### src/rtl/cta_exit_arbiter.sv
// rtl/cta_exit_arbiter.sv - round-robin arbiter turning warp EXITs into CTA retire requests
`timescale 1ns/1ps
module cta_exit_arbiter #(
    parameter int NUM_WARP     = 8,
    parameter int NUM_WARP_LOG = 3
) (
    input  logic                    clk,
    input  logic                    reset,
    input  logic                    stall_i,
    input  logic                    exitValid_i,
    input  logic [NUM_WARP_LOG-1:0] exitWarpId_i,
    input  logic                    ctaRun_i,
    input  logic [NUM_WARP-1:0]     ctaRunMask_i,
    input  logic                    kernelDone_i,
    output logic                    ctaExit_o,
    output logic [NUM_WARP_LOG-1:0] exitWarp_o,
    output logic [NUM_WARP-1:0]     pending_o,
    output logic                    busy_o,
    output logic                    drop_o
);

    localparam logic [1:0] ST_IDLE  = 2'd0;
    localparam logic [1:0] ST_ISSUE = 2'd1;
    localparam logic [1:0] ST_WAIT  = 2'd2;
    localparam logic [1:0] ST_DONE  = 2'd3;

    logic [1:0]              state_q, state_d;
    logic [NUM_WARP-1:0]     pending_q, pending_d;
    logic [NUM_WARP_LOG-1:0] rr_ptr_q, rr_ptr_d;
    logic [NUM_WARP_LOG-1:0] exit_warp_q, exit_warp_d;
    logic                    drop_q, drop_d;

    logic                    capture_ok;
    logic [NUM_WARP-1:0]     set_mask, clr_mask;
    logic                    pick_found;
    logic [NUM_WARP_LOG-1:0] pick_idx, scan_idx;
    int                      scan_pos;

    // Captures bypass the stall; a kernel finishing this cycle turns a capture into a drop.
    assign capture_ok = exitValid_i && ctaRunMask_i[exitWarpId_i]
                        && (state_q != ST_DONE) && !kernelDone_i;
    assign set_mask   = capture_ok ? (NUM_WARP'(1) << exitWarpId_i) : '0;

    // First pending warp at or above rr_ptr_q, wrapping around.
    always_comb begin
        pick_found = 1'b0;
        pick_idx   = '0;
        scan_pos   = 0;
        scan_idx   = '0;
        for (int i = 0; i < NUM_WARP; i++) begin
            scan_pos = int'(rr_ptr_q) + i;
            if (scan_pos >= NUM_WARP) begin
                scan_pos = scan_pos - NUM_WARP;
            end
            scan_idx = NUM_WARP_LOG'(scan_pos);
            if (!pick_found && pending_q[scan_idx]) begin
                pick_found = 1'b1;
                pick_idx   = scan_idx;
            end
        end
    end

    always_comb begin
        state_d     = state_q;
        rr_ptr_d    = rr_ptr_q;
        exit_warp_d = exit_warp_q;
        clr_mask    = '0;
        if (!stall_i) begin
            if (kernelDone_i) begin
                state_d  = ST_DONE;
                clr_mask = '1;
            end else begin
                case (state_q)
                    ST_IDLE: begin
                        if (pick_found) begin
                            exit_warp_d = pick_idx;
                            state_d     = ST_ISSUE;
                        end
                    end
                    ST_ISSUE: begin
                        if (ctaRun_i) begin
                            clr_mask = NUM_WARP'(1) << exit_warp_q;
                            rr_ptr_d = (exit_warp_q == NUM_WARP_LOG'(NUM_WARP - 1))
                                       ? '0 : exit_warp_q + NUM_WARP_LOG'(1);
                            state_d  = ST_WAIT;
                        end
                    end
                    ST_WAIT: begin
                        if (ctaRun_i) begin
                            state_d = ST_IDLE;
                        end
                    end
                    default: begin
                        state_d = ST_DONE;
                    end
                endcase
            end
        end
        // A re-exit of the warp being retired survives its own clear.
        pending_d = (pending_q & ~clr_mask) | set_mask;
        drop_d    = exitValid_i && !capture_ok;
    end

    always_ff @(posedge clk) begin
        if (reset) begin
            state_q     <= ST_IDLE;
            pending_q   <= '0;
            rr_ptr_q    <= '0;
            exit_warp_q <= '0;
            drop_q      <= 1'b0;
        end else begin
            state_q     <= state_d;
            pending_q   <= pending_d;
            rr_ptr_q    <= rr_ptr_d;
            exit_warp_q <= exit_warp_d;
            drop_q      <= drop_d;
        end
    end

    assign ctaExit_o  = (state_q == ST_ISSUE);
    assign busy_o     = (state_q == ST_ISSUE) || (state_q == ST_WAIT);
    assign exitWarp_o = exit_warp_q;
    assign pending_o  = pending_q;
    assign drop_o     = drop_q;

endmodule
### config.mk
export PLATFORM = sky130hd
export DESIGN_NAME = cta_exit_arbiter
export DESIGN_NICKNAME = d
export VERILOG_FILES = /design/src/rtl/cta_exit_arbiter.sv
export SDC_FILE = /design/constraint.sdc
export NUM_CORES = 1
export LEC_CHECK = 0
export CORE_MARGIN = 1
export CORE_UTILIZATION = 30
export DETAILED_ROUTE_END_ITERATION = 8
export GPL_TIMING_DRIVEN = 0
export RECOVER_POWER = 25
export SYNTH_ARGS = -nofsm -noshare
export SYNTH_HDL_FRONTEND = slang
export SYNTH_SLANG_ARGS = --single-unit
### constraint.sdc
create_clock -name clk -period 3.05 [get_ports clk]
set_input_delay 0.305 -clock clk [delete_from_list [all_inputs] [get_ports clk]]
set_output_delay 0.305 -clock clk [all_outputs]
set_load 0.01 [all_outputs]
==> results of run 1 <==
## how the worst max path moves through the flow
stage / start / endpoint / slack, ns / depth (start not counted)
finish: rr_ptr_q[1]$_SDFFE_PP0P_ / state_q[1]$_SDFFE_PP0P_ / 0.12 / 10
global route: rr_ptr_q[1]$_SDFFE_PP0P_ / exitWarp_o[1]$_SDFFE_PP0P_ / -0.01 / 11
CTS: rr_ptr_q[1]$_SDFFE_PP0P_ / exitWarp_o[1]$_SDFFE_PP0P_ / 0.04 / 13
detailed placement: rr_ptr_q[1]$_SDFFE_PP0P_ / state_q[1]$_SDFFE_PP0P_ / -0.30 / 12
global placement: rr_ptr_q[1]$_SDFFE_PP0P_ / state_q[1]$_SDFFE_PP0P_ / -0.28 / 12
floorplan: rr_ptr_q[1]$_SDFFE_PP0P_ / exitWarp_o[0]$_SDFFE_PP0P_ / 0.06 / 12
## power groups by stage
stage	Sequential, mW	Clock (mW)	Combinational (mW)
after detailed placement	0.238	0	0.128
final	0.233	0.171	0.140
after CTS	0.233	0.174	0.136
after global routing	0.234	0.183	0.152
after global placement	0.238	0	0.127
after floorplan	0.238	0	0.0776
## worst max-delay path, cell delays in order, from the launching register on
cell and delay (ns):
dfxtp_2 0.34, buf_6 0.11, clkinvlp_4 0.11, ha_4 0.36
mux4_2 0.51, mux2i_1 0.20, a32oi_2 0.20, nor3_4 0.36
a41oi_2 0.21, o21bai_1 0.26, a221oi_1 0.12
## cell families (layout without fill, tap and decap cells)
| group | after synthesis | after routing | share of synthesized area (%) |
|---|---|---|---|
| DFF | 17 | 17 | 18.1 |
| xor gates and xnor gates | 3 | 3 | 1.40 |
| muxes | 30 | 30 | 28.4 |
| and+or+nand+nor | 56 | 56 | 14.7 |
| adders and majority gates | 12 | 12 | 7.97 |
| AOI/OAI and AO/OA | 67 | 67 | 23.1 |
| buffers and inverters | 25 | 72 | 6.44 |
## per-layer routing
| metal | global-route usage (%) | share of wire [%] |
|---|---|---|
| met2 | 29.4 | 52 |
| met5 | 0 | 0 |
| met1 | 21.4 | 44 |
| met4 | 3.21 | 0.56 |
| met3 | 1.01 | 3.6 |
## cell type report
class	instances	area, µm²
clock buffers	3	41.3
well taps	75	93.8
flip-flops and latches	17	343
inverters	11	45.0
clock inverters	1	5.00
repair buffers	46	415
multi-input cells	168	1440
plain buffers	11	63.8
fillers	594	3540
## state kept, by name, indices dropped and copies added (netlist names)
signal and cells:
pending_o 8, exitWarp_o 3, rr_ptr_q 3, state_q 2, drop_o 1
## stage by stage
stage / hold slack [ns] / cell area, µm² / total power, mW
after global routing: 0.451 / 2450 / 0.570
after floorplan: 0.435 / 1880 / 0.315
after detailed placement: 0.532 / 2260 / 0.366
final: 0.441 / 2450 / 0.543
after global placement: 0.522 / 2260 / 0.365
after CTS: 0.445 / 2370 / 0.543
## cell usage after synthesis, drive strengths merged, types with 2 or more instances
master	count	area share (%)
mux2i	10	6.6
inv	11	2.2
clkbuf	7	1.4
a211oi	2	1.1
a31o	2	0.93
nand2b	4	1.3
nor2b	3	1.0
mux4	14	18
buf	7	2.9
dfxtp	17	18
a32oi	5	2.7
a21oi	22	6.0
nand2	16	3.3
nor3	2	1.1
mux2	6	3.6
nand3	4	1.1
a221oi	5	2.3
and2	2	0.66
xor2	3	1.4
o21ai	15	4.0
ha	12	8.0
nor2	19	3.8
a31oi	10	3.3
## timing repair
| action | in CTS | in global routing |
|---|---|---|
| gates resized for setup | 14 | 5 |
| setup buffers | 6 | 12 |
| setup endpoints to repair | 5 | 5 |
| pin swaps | 5 | 5 |
| cloned | 0 | 0 |
==> impl_results.md, run 1 <==
* Unrepaired setup endpoints after global routing: true
* Synth unique cells at 47
* Final setup TNS at 0 ns
* Buffers added on ports at 28
* Maximum clock path buffer count at 2
* Setup crit end kind: register
* Syn_nets at 239
* Slew Limit Fails at 0
* Vias/cell at 5.58
* Vias in the first global route at 1741
* HP Class: primary input to register
* Routed len/inst at 15.6 µm
* Die Wd at 81.2 µm
* DRT Pass-1 Iters at 4
* Die H at 81.2 µm
* Seq/Total Area, Yosys at 18.1%
* First-pass GRT wire length at 8340 µm
* Initial antenna violation count at 0
* Pre-CTS setup slack at -0.302 ns
* Share of cells above drive strength 1 at 21.8%
* CP Class: register to register
* R2R Path End: state_q[1]$_SDFFE_PP0P_
* Status: completed
* Cell Int Power at 0.389 mW
* Asr flop ratio synth at 0%
* Slew HR at 62.0%
* Total CTS buffers at 3
* WP data arrival at 3.05 ns
* Post-synth EDFFs at 0
* Io pins at 31
* Minimum clock period at 2.93 ns
* Skew final at 0.000704 ns
* Final GP Congestion at 0.852
* WHS Path Cells at 3
* Leakage at 0.902 nW
* Ant diodes at 0
* Crit-path max FO at 7
* Ys Warns at 0
* Commonest non-fill, non-tap cell in the layout: clkdlybuf4s50_1
* Slew @ Worst Pin at 0.568 ns
* Clk root buf: clkbuf_8
* Drt initial violations at 104
* DRC at 0
* DRT Wirelength at 5190 µm
* Psw at 0.154 mW
* CTS sink count at 17
* Max cap viols at 0
* Fmax at 0.342 GHz
* Sw frac at 28.4%
* CP required at 3.17 ns
* R2R setup slack at 0.12 ns
* Synthesized netlist cell count at 210
* VDD IR-drop max at 0.158 mV
* Final hold violations at 0
* CP Launch Type: register
* Inst Count DP at 313
* Post-route ant nets at 0
* Fin util at 40.9%
* Clock latency on the worst-skew pair at 0.25 ns
* Largest net degree at the start of global routing at 11
* Setup-failing EPs final at 0
* Gate power share at 25.7%
* Post-route setup slack at 0.122 ns
* Cell Area, Synth at 0.00188 mm²
* Starting Density at 31.4%
* Clock share of power at 31.4%
* Commonest non-fill, non-tap cells in the layout: 23 x clkdlybuf4s50_1, 21 x a21oi_1, 19 x buf_4, 19 x nor2_1
* CTS clk-pin slew, worst paths at 0.07 ns
* Core region area at 0.00599 mm²
* H-Tree Depth at 1
* CTS tree: done
* Die area at 0.00660 mm²
* Post-layout net count at 287
* Gr usage total at 16.3%
* Worst Hold End: pending_o[3]$_SDFF_PP0_
* Worst reg2reg path startpoint: rr_ptr_q[1]$_SDFFE_PP0P_
* Final cell count without fillers at 332
* Cell row count at 28
* DP Wirelength at 3750 µm
* R2r worst-path depth at 10
* Layout area overhead at 30.1%
* Yosys reg bits at 17
* Fin crit share at 96.0%
* Syn_area_per_cell at 8.97 µm²
* Hold Crit Start: exitWarpId_i[0]
* DR vias at 1851
* Seq pwr share at 42.9%
* Cell Pwr Density at 222 mW/mm²
* Ys flop type: dfxtp_1
* Grt total ovfl at 0
* Hold-fix buffers, CTS at 0
Note: power is estimated with default switching activity, not from simulation.
==> inputs of run 2 (changes only) <==
--- a/config.mk
+++ b/config.mk
@@ -6,9 +6,10 @@
 export NUM_CORES = 1
 export LEC_CHECK = 0
 export CORE_MARGIN = 1
-export CORE_UTILIZATION = 30
+export CORE_UTILIZATION = 49
 export DETAILED_ROUTE_END_ITERATION = 8
 export GPL_TIMING_DRIVEN = 0
+export PLACE_DENSITY = 0.77
 export RECOVER_POWER = 25
 export SYNTH_ARGS = -nofsm -noshare
 export SYNTH_HDL_FRONTEND = slang
==> impl_results.md, run 2 (synthesized netlist as in run 1, its figures left out) <==
* Fin crit share at 96.1%
* Final cell count without fillers at 301
* Clock latency on the worst-skew pair at 0.26 ns
* Cell Pwr Density at 230 mW/mm²
* DRC at 0
* Maximum clock path buffer count at 2
* Grt total ovfl at 0
* Max reg flops at 8
* Post-Place Cell Area at 0.00222 mm²
* Setup-failing EPs final at 0
* Inst Count DP at 286
* Unrepaired setup endpoints after global routing: false
* CP Launch Type: register
* Minimum clock period at 2.93 ns
* Cell row count at 22
* H-Tree Depth at 1
* HP Class: primary input to register
* Fmax at 0.341 GHz
* Core region area at 0.00366 mm²
* Largest net degree at the start of global routing at 16
* Die area at 0.00409 mm²
* Final hold slack at 0.422 ns
* Hold-fix buffers, CTS at 0
* WP data arrival at 3.13 ns
* Max cap viols at 0
* Die Wd at 64.0 µm
* Leakage at 0.898 nW
* Post-Layout Inst Area at 0.00237 mm²
* Total CTS buffers at 3
* Commonest non-fill, non-tap cell in the layout: clkdlybuf4s50_1
* Post-route ant nets at 0
* DR vias at 1810
* Buffers added on ports at 28
* Crit-path max FO at 9
* Commonest non-fill, non-tap cells in the layout: 23 x clkdlybuf4s50_1, 21 x a21oi_1, 19 x nor2_1
* Post-layout net count at 283
* CP Class: register to register
* First-pass GRT wire length at 7820 µm
* Slew @ Worst Pin at 0.573 ns
* Gr usage total at 23.7%
* Clk root buf: clkbuf_8
* CTS clk-pin slew, worst paths at 0.07 ns
* Tot Pwr at 0.544 mW
* DRT Wirelength at 4570 µm
* VDD IR-drop max at 0.311 mV
* Vias in the first global route at 1718
* Status: completed
* Routed len/inst at 15.2 µm
* Starting Density at 51.4%
* Layout area overhead at 25.6%
* Share of cells above drive strength 1 at 17.8%
* Drt initial violations at 195
* CP required at 3.25 ns
* Die H at 64.0 µm
* Slew HR at 60.7%
* DRT Pass-1 Iters at 4
* DP Wirelength at 3380 µm
* Io pins at 31
* Slew Limit Fails at 0
* Fin util at 64.6%
* CTS tree: done
* Ant diodes at 0
* Setup crit end kind: register
* CTS sink count at 17
* Initial antenna violation count at 0
* Final GP Congestion at 0.936
* Vias/cell at 6.01
* Skew final at 0.00629 ns
* Final hold violations at 0
==> run 2: report_power, final <==
part | switching (mW) | internal, mW
logic | 0.0635 | 0.0692
registers | 0.00580 | 0.228
clock network | 0.0865 | 0.0910
total | 0.156 | 0.388
==> run 2: final timing paths <==
check	from	endpoint	slack [ns]	cells past startpoint
max	rr_ptr_q[1]$_SDFFE_PP0P_	exitWarp_o[0]$_SDFFE_PP0P_	0.12	11
min	reset	pending_o[6]$_SDFF_PP0_	0.42	2
max reg2reg	rr_ptr_q[1]$_SDFFE_PP0P_	exitWarp_o[0]$_SDFFE_PP0P_	0.12	11
min reg2reg	state_q[0]$_SDFFE_PP0P_	state_q[0]$_SDFFE_PP0P_	0.54	2
==> run 2: critical path: stages, from the launching register on <==
cell	delay [ns]
dfxtp_1	0.35
buf_6	0.11
inv_1	0.07
ha_1	0.29
buf_6	0.15
mux4_1	0.56
mux2i_1	0.18
a32oi_2	0.19
or2_1	0.26
o211a_1	0.22
or3_1	0.36
a21oi_2	0.11
==> run 2: layout make-up <==
cell class | count | area, µm²
repair buffers | 41 | 378
flip-flops and latches | 17 | 342
multi-input cells | 168 | 1420
clock buffers | 3 | 41.3
fillers | 329 | 1290
inverters | 11 | 41.3
clock inverters | 1 | 5.00
well taps | 48 | 60.1
plain buffers | 12 | 80.1
==> run 2: through the flow <==
| stage | TNS (ns) | worst slack [ns] |
|---|---|---|
| after floorplan | 0 | 0.0627 |
| after global placement | -1.15 | -0.264 |
| after detailed placement | -1.29 | -0.304 |
| after CTS | 0 | 0.00686 |
| after global routing | 0 | 0.000764 |
| final | 0 | 0.119 |
==> run 2: per-layer routing <==
metal	share of wire, %	global-route usage (%)	vias up
li1	-	-	892
met3	6.0	1.61	5
met5	0	0	-
met1	44	32.0	845
met2	49	41.8	68
met4	0.90	4.26	0
==> run 2: what timing repair did <==
| action | in CTS | in global routing |
|---|---|---|
| endpoints found under the hold margin | 0 | 0 |
| pin swaps | 2 | 3 |
| buffers inserted | 4 | 9 |
| gates resized for setup | 5 | 4 |
| setup endpoints to repair | 5 | 5 |
